**src/rtl/rvh_ptw_mem_responder.sv**
```systemverilog
// Page-table-walk responder: turns one MMU walk request into one
// beat-aligned memory read and returns the selected 64-bit PTE.
//
// Ports:
//   clk, rstn                  clock, synchronous active-low reset
//   ptw_walk_req_*             walk request from MMU (vld/id/addr/rdy)
//   ptw_walk_resp_*            PTE response to MMU (vld/pte/rdy)
//   mem_req_*                  memory read request (vld/id/addr/rdy)
//   mem_resp_*                 memory read data (vld/data/rdy)
//   busy_o                     a walk is in flight
//   timeout_o                  sticky timeout flag (PTW_TIMEOUT_EN only)
//
// Optional feature macro: PTW_TIMEOUT_EN bounds the MEM_WAIT state to
// TIMEOUT_CYCLES cycles and answers with an all-zero (invalid) PTE.

module rvh_ptw_mem_responder #(
  parameter int PTW_ID_WIDTH   = 1,
  parameter int PADDR_WIDTH    = 56,
  parameter int MEM_DATA_WIDTH = 128,
  parameter int TIMEOUT_CYCLES = 1024
) (
  input  logic                      clk,
  input  logic                      rstn,
  input  logic                      ptw_walk_req_vld_i,
  input  logic [PTW_ID_WIDTH-1:0]   ptw_walk_req_id_i,
  input  logic [PADDR_WIDTH-1:0]    ptw_walk_req_addr_i,
  output logic                      ptw_walk_req_rdy_o,
  output logic                      ptw_walk_resp_vld_o,
  output logic [63:0]               ptw_walk_resp_pte_o,
  input  logic                      ptw_walk_resp_rdy_i,
  output logic                      mem_req_vld_o,
  output logic [PTW_ID_WIDTH-1:0]   mem_req_id_o,
  output logic [PADDR_WIDTH-1:0]    mem_req_addr_o,
  input  logic                      mem_req_rdy_i,
  input  logic                      mem_resp_vld_i,
  input  logic [MEM_DATA_WIDTH-1:0] mem_resp_data_i,
  output logic                      mem_resp_rdy_o,
  output logic                      busy_o
`ifdef PTW_TIMEOUT_EN
  ,
  output logic                      timeout_o
`endif
);

  localparam int NDW   = MEM_DATA_WIDTH / 64;
  localparam int SEL_W = (NDW > 1) ? $clog2(NDW) : 1;

  localparam logic [PADDR_WIDTH-1:0] ADDR_MASK =
    ~PADDR_WIDTH'(MEM_DATA_WIDTH / 8 - 1);

  if (MEM_DATA_WIDTH < 64 || TIMEOUT_CYCLES < 1) begin : g_param_chk
    $error("rvh_ptw_mem_responder: bad parameters");
  end

  typedef enum logic [1:0] {
    IDLE,
    MEM_REQ,
    MEM_WAIT,
    RESP
  } state_t;

  state_t                  state;
  logic [PADDR_WIDTH-1:0]  addr_q;
  logic [PTW_ID_WIDTH-1:0] id_q;
  logic [63:0]             pte_q;

  // beat viewed as an array of dwords; sel picks the one holding the PTE
  logic [NDW-1:0][63:0] beat;
  logic [SEL_W-1:0]     sel;

  assign beat = mem_resp_data_i;

  if (NDW > 1) begin : g_sel
    assign sel = addr_q[SEL_W+2:3];
  end else begin : g_nosel
    assign sel = '0;
  end

`ifdef PTW_TIMEOUT_EN
  localparam int CNT_W = $clog2(TIMEOUT_CYCLES + 1);
  localparam logic [CNT_W-1:0] CNT_LAST = CNT_W'(TIMEOUT_CYCLES - 1);

  logic [CNT_W-1:0] wait_cnt;
  logic             timeout_q;

  assign timeout_o = timeout_q;
`endif

  always_ff @(posedge clk) begin
    if (!rstn) begin
      state  <= IDLE;
      addr_q <= '0;
      id_q   <= '0;
      pte_q  <= '0;
`ifdef PTW_TIMEOUT_EN
      wait_cnt  <= '0;
      timeout_q <= 1'b0;
`endif
    end else begin
      unique case (state)
        IDLE: begin
          if (ptw_walk_req_vld_i) begin
            addr_q <= ptw_walk_req_addr_i;
            id_q   <= ptw_walk_req_id_i;
            state  <= MEM_REQ;
          end
        end
        MEM_REQ: begin
          if (mem_req_rdy_i) begin
            state <= MEM_WAIT;
`ifdef PTW_TIMEOUT_EN
            wait_cnt <= '0;
`endif
          end
        end
        MEM_WAIT: begin
          if (mem_resp_vld_i) begin
            pte_q <= beat[sel];
            state <= RESP;
          end
`ifdef PTW_TIMEOUT_EN
          else begin
            wait_cnt <= wait_cnt + 1'b1;
            // counter reaches TIMEOUT_CYCLES on this edge
            if (wait_cnt == CNT_LAST) begin
              pte_q     <= '0;
              timeout_q <= 1'b1;
              state     <= RESP;
            end
          end
`endif
        end
        RESP: begin
          if (ptw_walk_resp_rdy_i) begin
            state <= IDLE;
          end
        end
        default: state <= IDLE;
      endcase
    end
  end

  // all handshake outputs are pure decodes of the state register
  assign ptw_walk_req_rdy_o  = (state == IDLE);
  assign mem_req_vld_o       = (state == MEM_REQ);
  assign mem_resp_rdy_o      = (state == MEM_WAIT);
  assign ptw_walk_resp_vld_o = (state == RESP);
  assign busy_o              = (state != IDLE);

  assign ptw_walk_resp_pte_o = pte_q;
  assign mem_req_id_o        = id_q;
  assign mem_req_addr_o      = addr_q & ADDR_MASK;

endmodule

```
**config.mk**
```make
export PLATFORM = sky130hd
export DESIGN_NAME = rvh_ptw_mem_responder
export DESIGN_NICKNAME = d
export VERILOG_FILES = /design/src/rtl/rvh_ptw_mem_responder.sv
export SDC_FILE = /design/constraint.sdc
export NUM_CORES = 1
export LEC_CHECK = 0
export CAP_MARGIN = 20
export CORE_MARGIN = 2
export CORE_UTILIZATION = 33
export DETAILED_ROUTE_END_ITERATION = 12
export MAX_ROUTING_LAYER = met4
export PLACE_DENSITY = 0.71
export SLEW_MARGIN = 20
export SYNTH_ARGS = -nofsm -noshare
export SYNTH_HDL_FRONTEND = slang
export SYNTH_SLANG_ARGS = --single-unit
```
**constraint.sdc**
```tcl
create_clock -name clk -period 2.45 [get_ports clk]
set_input_delay 0.49 -clock clk [delete_from_list [all_inputs] [get_ports clk]]
set_output_delay 0.49 -clock clk [all_outputs]
set_load 0.05 [all_outputs]
```
==> results.md, run 1 <==
* Final worst slack at 0.133 ns
* Die width at 134 um
* GP Congestion at 0.738
* Top-level I/O count at 317
* Core box area at 0.0166 sq mm
* Synth Register Bits at 120
* Number of flops mapped to enable cells by yosys at 0
* Hold path cells at 2
* Worst R2R Setup Slack at 0.80 ns
* Antenna Nets Post-Route at 0
* Initial DRC Count at 127
* Pre-antenna DRT Iters at 4
* Cell Area, Synth at 0.00562 sq mm
* Area growth, synth to finish at 61.3%
* Flop pwr share at 28.4%
* Standard-cell row count at 47
* Fmax at 0.432 GHz
* Synth area leaders: dfxtp_1 (43%), mux2i_1 (12%), nand2_1 (12%), o211a_1 (11%), buf_4 (8.4%)
* Worst Skew at 0.00548 ns
* Post-synth ARST share at 0%
* Unrepaired setup endpoints after global routing: no
* Tot GR Track Use at 17.3%
* Sequential area share after synthesis at 42.8%
* RR Startpoint: state[0]$_SDFFE_PN0P_
* Power density cells at 987 mW/mm^2
* Hold slack final at 0.451 ns
* Max_cap viols at 0
* Largest net degree at the start of global routing at 66
* First-pass GRT wire length at 24000 um
* Total power at 8.94 mW
* P_int at 5.45 mW
* Aggregate negative setup slack at 0 ns
* Reg area at 0.00241 sq mm
* Clock net sink count at 120
* Clock slew at reported path FFs at 0.05 ns
* Die height at 134 um
* Crit end category: output pin
* P_sw at 3.50 mW
* DRT Wirelength at 15000 um
* Core Util, Final at 54.5%
* Leakage Power at 4.04 nW
* Number of global-route vias before repair at 4830
* Post-CTS setup buffer count at 0
* Relative slew slack at 62.0%
* Min-delay src: addr_q[12]$_SDFFE_PN0P_
* DP HPWL at 11000 um
* Worst hold path type: reg2reg
* Via/cell ratio at 4.53
* Reg2reg end: ptw_walk_resp_pte_o[9]$_SDFFE_PN0P_
* Post-synth cell types at 20
* Avg Cell Area, Syn at 9.41 sq um
* Total gr overflow at 0
* H-Tree Depth at 4
* Clk pwr share at 27.9%
* Worst EP required at 1.96 ns
* Fin. Hold Viols at 0
* Full die area at 0.0181 sq mm
* N_diodes at 0
* Fillcell total at 1537
* Gate power share at 43.7%
* Share of the synthesized area in the top cell type at 42.8%
* Warning count from the yosys run at 0
* Routed WL per cell at 14.0 um
* Final setup fails at 0
* CTS Hold Bufs at 0
* Crit path DAT at 1.83 ns
* Placement Setup Slack at 0.460 ns
* Switching portion of total power at 39.1%
* Synth area leader: dfxtp_1
* Crit-path max FO at 4
* Clock buffer depth at 2
* Hold EP: addr_q[12]$_SDFFE_PN0P_
* Port-buffer cells at 309
* Slew @ Worst Pin at 0.569 ns
* Status: completed
* Tmin final at 2.32 ns
* Initial antenna violation count at 0
* Fin crit share at 94.6%
* DRC at 0
* Top post-synthesis cells by count: nand2_1 (175), dfxtp_1 (120), mux2i_1 (66), o211a_1 (64), buf_4 (63)
* Worst Setup Start Kind: register
* Crit Path Class: reg2out
* Initial Util at 33.8%
* Num CTS Buffers at 17
* Root buffer cell: clkbuf_16
* TritonCTS clock tree: yes
* Top FF cell, synth: dfxtp_1
* Share of cells above drive strength 1 at 5.42%
* Most common cell in the netlist: nand2_1
* Multi-input logic area at 0.00250 sq mm
* Max VDD drop at 0.500 mV
* Post-Synthesis Cells at 597
* Pins Over Slew Limit at 0
* Final #Nets at 1033
* Worst reg2reg path depth at 6
* Clk Latency, worst-skew pair at 0.41 ns
* DR vias at 4838
[cells by family after synthesis]
logic type / count (synthesis) / synth area share, %
AND/OR/NAND/NOR: 181 / 12.4
AO/OA/AOI/OAI: 120 / 18.9
flip-flops: 120 / 42.8
buffers and inverters: 104 / 13.0
multiplexers: 66 / 11.8
adder cells (fa/ha/maj): 5 / 1.11
other: 1 / 0.0667
[layout by cell type (no fill, tap or decap), types with 2 or more instances in the layout]
master and instances:
clkbuf_16 17, o211a_1 64, nand2b_1 3, dfxtp_1 119, clkdlybuf4s50_1 305, mux2i_1 66
buf_4 3, bufinv_16 3, clkinv_4 2, clkinvlp_4 3, ha_1 5, a21boi_1 54
buf_12 9, nand2_1 175, inv_1 3, clkinv_2 3, conb_1 4
[timing repair]
item / 4_1_cts / 5_1_grt
pin swaps: 0 / 0
endpoints found under the setup margin: 1 / 1
resized for setup: 1 / 1
[registers in the layout, indices dropped and copies added (netlist names)]
signal / count
addr_q: 53
mem_req_id_o: 1
ptw_walk_resp_pte_o: 64
state: 2
[layout make-up]
class	count	share of cell area, %
repair buffers	319	36.2
multi-input cells	376	27.6
flip-flops and latches	120	26.5
clock buffers	19	4.89
well taps	220	3.04
clock inverters	12	1.67
inverters	3	0.124
[how the worst max path moves through the flow]
stage                          startpoint               endpoint  slack, ns  depth (start not counted)
floorplan           state[0]$_SDFFE_PN0P_  state[0]$_SDFFE_PN0P_       0.53                          5
global placement    state[0]$_SDFFE_PN0P_         mem_resp_rdy_o       0.47                          3
detailed placement  state[0]$_SDFFE_PN0P_         mem_resp_rdy_o       0.46                          3
CTS                 state[0]$_SDFFE_PN0P_     ptw_walk_req_rdy_o       0.01                          3
global route        state[1]$_SDFFE_PN0P_          mem_req_vld_o       0.04                          3
finish              state[1]$_SDFFE_PN0P_          mem_req_vld_o       0.13                          3
[routing by layer]
layer  GRT usage [%]  vias to the layer above  part of all wire, %
li1                -                     2450                    -
met1            19.9                     2156                   42
met2            28.2                      214                   47
met3            6.68                       18                  9.1
met4            5.15                        0                  1.4
met5               -                        -                    0
[critical path: stages, from the launching register on]
cell,delay [ns]
dfxtp_1,0.34
inv_1,0.10
ha_1,0.17
clkdlybuf4s50_1,0.81
[stage by stage]
step,instance area (sq um),cells
after floorplan,5630,600
after CTS,9060,1069
after global placement,8470,1038
final,9060,1069
after detailed placement,8470,1038
after global routing,9060,1069
[power by group through the flow]
| stage | sequential, mW | combinational [mW] | clock [mW] |
|---|---|---|---|
| 2_1_floorplan | 3.29 | 2.08 | 0 |
| 3_5_place_dp | 2.58 | 3.95 | 0 |
| 6_report | 2.54 | 3.91 | 2.50 |
| 3_3_place_gp | 2.56 | 3.94 | 0 |
| 5_1_grt | 2.59 | 4.16 | 2.66 |
| 4_1_cts | 2.54 | 3.96 | 2.58 |
Note: power is estimated with default switching activity, not from simulation.
==> run 2: changes to the inputs <==
--- a/config.mk
+++ b/config.mk
@@ -5,13 +5,16 @@
 export SDC_FILE = /design/constraint.sdc
 export NUM_CORES = 1
 export LEC_CHECK = 0
+export ABC_AREA = 1
 export CAP_MARGIN = 20
 export CORE_MARGIN = 2
 export CORE_UTILIZATION = 33
 export DETAILED_ROUTE_END_ITERATION = 12
 export MAX_ROUTING_LAYER = met4
-export PLACE_DENSITY = 0.71
+export PLACE_DENSITY = 0.68
+export SETUP_SLACK_MARGIN = 0.15
 export SLEW_MARGIN = 20
 export SYNTH_ARGS = -nofsm -noshare
 export SYNTH_HDL_FRONTEND = slang
 export SYNTH_SLANG_ARGS = --single-unit
+export TNS_END_PERCENT = 50
==> results.md, run 2 <==
* Status: completed
* Most common cell in the netlist: nand2_1
* Final worst slack at 0.175 ns
* Power density cells at 1030 mW/mm^2
* Warning count from the yosys run at 0
* N_diodes at 0
* Fin crit share at 92.8%
* Mux contribution to synthesized area at 0%
* Final #Nets at 1176
* Fmax at 0.440 GHz
* Fin. Hold Viols at 0
* Synth Area in Compound Gates at 16.7%
* Crit Path Class: reg2out
* Core box area at 0.0186 sq mm
* Buf/Inv on CP at 1
* Crit-path max FO at 4
* Port-buffer cells at 309
* DRT Wirelength at 17300 um
* GP Congestion at 0.758
* Tmin final at 2.27 ns
* Largest net degree at the start of global routing at 65
* Via/cell ratio at 4.43
* Share of the synthesized area in the top cell type at 38.7%
* Clock buffer depth at 2
* Clk pwr share at 24.0%
* Full die area at 0.0199 sq mm
* Standard-cell row count at 50
* TritonCTS clock tree: yes
* Clock net sink count at 120
* Tot GR Track Use at 17.7%
* Synth area leader: dfxtp_1
* Crit end category: output pin
* Fraction of synthesized cell area in xor and xnor cells at 0%
* Worst Skew at 0.00759 ns
* Max VDD drop at 0.442 mV
* First-pass GRT wire length at 26800 um
* Number of global-route vias before repair at 5097
* Post-Synthesis Cells at 744
* Number of flops mapped to enable cells by yosys at 0
* Final setup fails at 0
* Switching portion of total power at 44.5%
* DR vias at 5431
* Aggregate negative setup slack at 0 ns
* Post-synth ARST share at 0%
* Top post-synthesis cells by count: nand2_1 (140), dfxtp_1 (120), nor2_1 (112), buf_4 (76), inv_2 (57)
* Unrepaired setup endpoints after global routing: yes
* Clk Latency, worst-skew pair at 0.41 ns
* Fin cells at 1227
* Fraction of the mapped netlist area in simple logic gates at 24.9%
* Routed WL per cell at 14.1 um
* Total gr overflow at 0
* Max incr delay on CP at 0.82 ns
* Crit path DAT at 1.78 ns
* Antenna Nets Post-Route at 0
* Placement Setup Slack at 0.376 ns
* Flop pwr share at 27.7%
* Worst hold path type: reg2reg
* Post-synth cell types at 20
* Clock slew at reported path FFs at 0.06 ns
* P_int at 5.43 mW
* Relative slew slack at 53.4%
* Placed insts at 1195
* Max FFs per register at 64
* Gate power share at 48.3%
* Worst EP required at 1.96 ns
* Core Util, Final at 51.0%
* Die height at 141 um
* Synth Area in Adders at 1.01%
* Max_cap viols at 0
* Synth Register Bits at 120
* Worst R2R Setup Slack at 0.78 ns
* Slew @ Worst Pin at 0.699 ns
* DRC at 0
* Share of cells above drive strength 1 at 21.9%
* Critical-path top delay cell: clkdlybuf4s50_1
* Die width at 141 um
* Cell Area, Synth at 0.00621 sq mm
* Largest family of logic cells by synthesized area: simple AND/OR/NAND/NOR gates
* Num CTS Buffers at 17
* Commonest non-fill, non-tap cell in the layout: clkdlybuf4s50_1
* Avg Cell Area, Syn at 8.34 sq um
* Pre-antenna DRT Iters at 4
* P_sw at 4.36 mW
* Initial Util at 33.4%
* Sequential area share after synthesis at 38.7%
* Pins Over Slew Limit at 0
* Leakage Power at 3.85 nW
* Area growth, synth to finish at 52.6%
* Top FF cell, synth: dfxtp_1
* Top-level I/O count at 317
* DP HPWL at 12300 um
* Worst path cell trace: ha_1 > clkdlybuf4s50_1
* Synth area leaders: dfxtp_1 (39%), o211ai_2 (11%), buf_4 (9.2%), nand3_2 (9.0%), nand2_1 (8.5%)
* Initial DRC Count at 133
* Worst Setup Start Kind: register
* Top delay family on crit path: buffers and inverters
* Root buffer cell: clkbuf_16
* H-Tree Depth at 4
* Commonest cells after routing, fill and taps aside: clkdlybuf4s50_1 (304), nand2_1 (140), dfxtp_1 (119)
* Initial antenna violation count at 0
-- run 2: cell types whose count changed in the layout (fill, tap and decap cells not counted), sizes merged, moves of 36 or more --
cell / change
nor2: +112
inv: +75
mux2i: -66
nand3: +64
o211a: -64
o211ai: +64
a21boi: -54
o21ai: +53
nand2: -36
-- run 2: path summary, 6_finish.rpt --
| path | startpoint | to | depth (start not counted) |
|---|---|---|---|
| setup / recovery | state[1]$_SDFFE_PN0P_ | ptw_walk_resp_vld_o | 2 |
| hold / removal | addr_q[52]$_SDFFE_PN0P_ | addr_q[52]$_SDFFE_PN0P_ | 2 |
| setup reg to reg | state[0]$_SDFFE_PN0P_ | addr_q[9]$_SDFFE_PN0P_ | 7 |
| hold reg to reg | addr_q[52]$_SDFFE_PN0P_ | addr_q[52]$_SDFFE_PN0P_ | 2 |
-- run 2: power by group through the flow --
stage / Combinational (mW) / Clock, mW / Sequential (mW)
CTS: 4.78 / 2.41 / 2.72
global placement: 4.75 / 0 / 2.73
finish: 4.72 / 2.35 / 2.71
detailed placement: 4.78 / 0 / 2.75
floorplan: 2.92 / 0 / 3.48
global route: 5.02 / 2.51 / 2.77
-- run 2: metal layers --
| layer | share of wire, % | track usage, % |
|---|---|---|
| met1 | 42 | 20.5 |
| met2 | 47 | 28.3 |
| met3 | 8.3 | 5.88 |
| met4 | 2.3 | 6.68 |
| met5 | 0 | - |
-- run 2: cell type report --
type                       instances  area, sq um
fill                            1788         9110
timing repair buffer             322         3270
multi-input combinational        444         2660
sequential                       120         2400
clock buffer                      20          467
tap                              234          293
inverter                          75          292
clock inverter                    12         91.3
-- run 2: what timing repair did --
| item | 4_1_cts | 5_1_grt |
|---|---|---|
| buffers inserted | 0 | 0 |
| hold buffers | 0 | 0 |
| resized for setup | 2 | 2 |
| endpoints found under the setup margin | 5 | 4 |
-- run 2: logic make-up after synthesis --
logic type / Yosys count
and+or+nand+nor: 316
buffers and inverters: 183
DFF: 120
AOI/OAI and AO/OA: 119
adders and majority gates: 5
other: 1
-- run 2: metrics by stage --
stage	total power, mW	area, sq um	hold slack (ns)
5_1_grt	10.3	9470	0.504
2_1_floorplan	6.40	6220	0.455
3_5_place_dp	7.53	8910	0.472
4_1_cts	9.91	9470	0.486
3_3_place_gp	7.49	8910	0.464
6_report	9.79	9470	0.479
-- run 2: worst register-to-register path, delay by kind of cell (launching register included) --
family	cells	cell delay, ns
adders and majority gates	1	0.25
buffers and inverters	3	0.67
DFF	1	0.33
and+or+nand+nor	3	0.35
==> run 3: changes to the inputs <==
--- a/config.mk
+++ b/config.mk
@@ -13,7 +13,6 @@
 export MAX_ROUTING_LAYER = met4
 export PLACE_DENSITY = 0.68
 export SETUP_SLACK_MARGIN = 0.15
-export SLEW_MARGIN = 20
 export SYNTH_ARGS = -nofsm -noshare
 export SYNTH_HDL_FRONTEND = slang
 export SYNTH_SLANG_ARGS = --single-unit
==> results of run 3 <==
No change in the layout: final DEF, timing and power equal those of run 2.
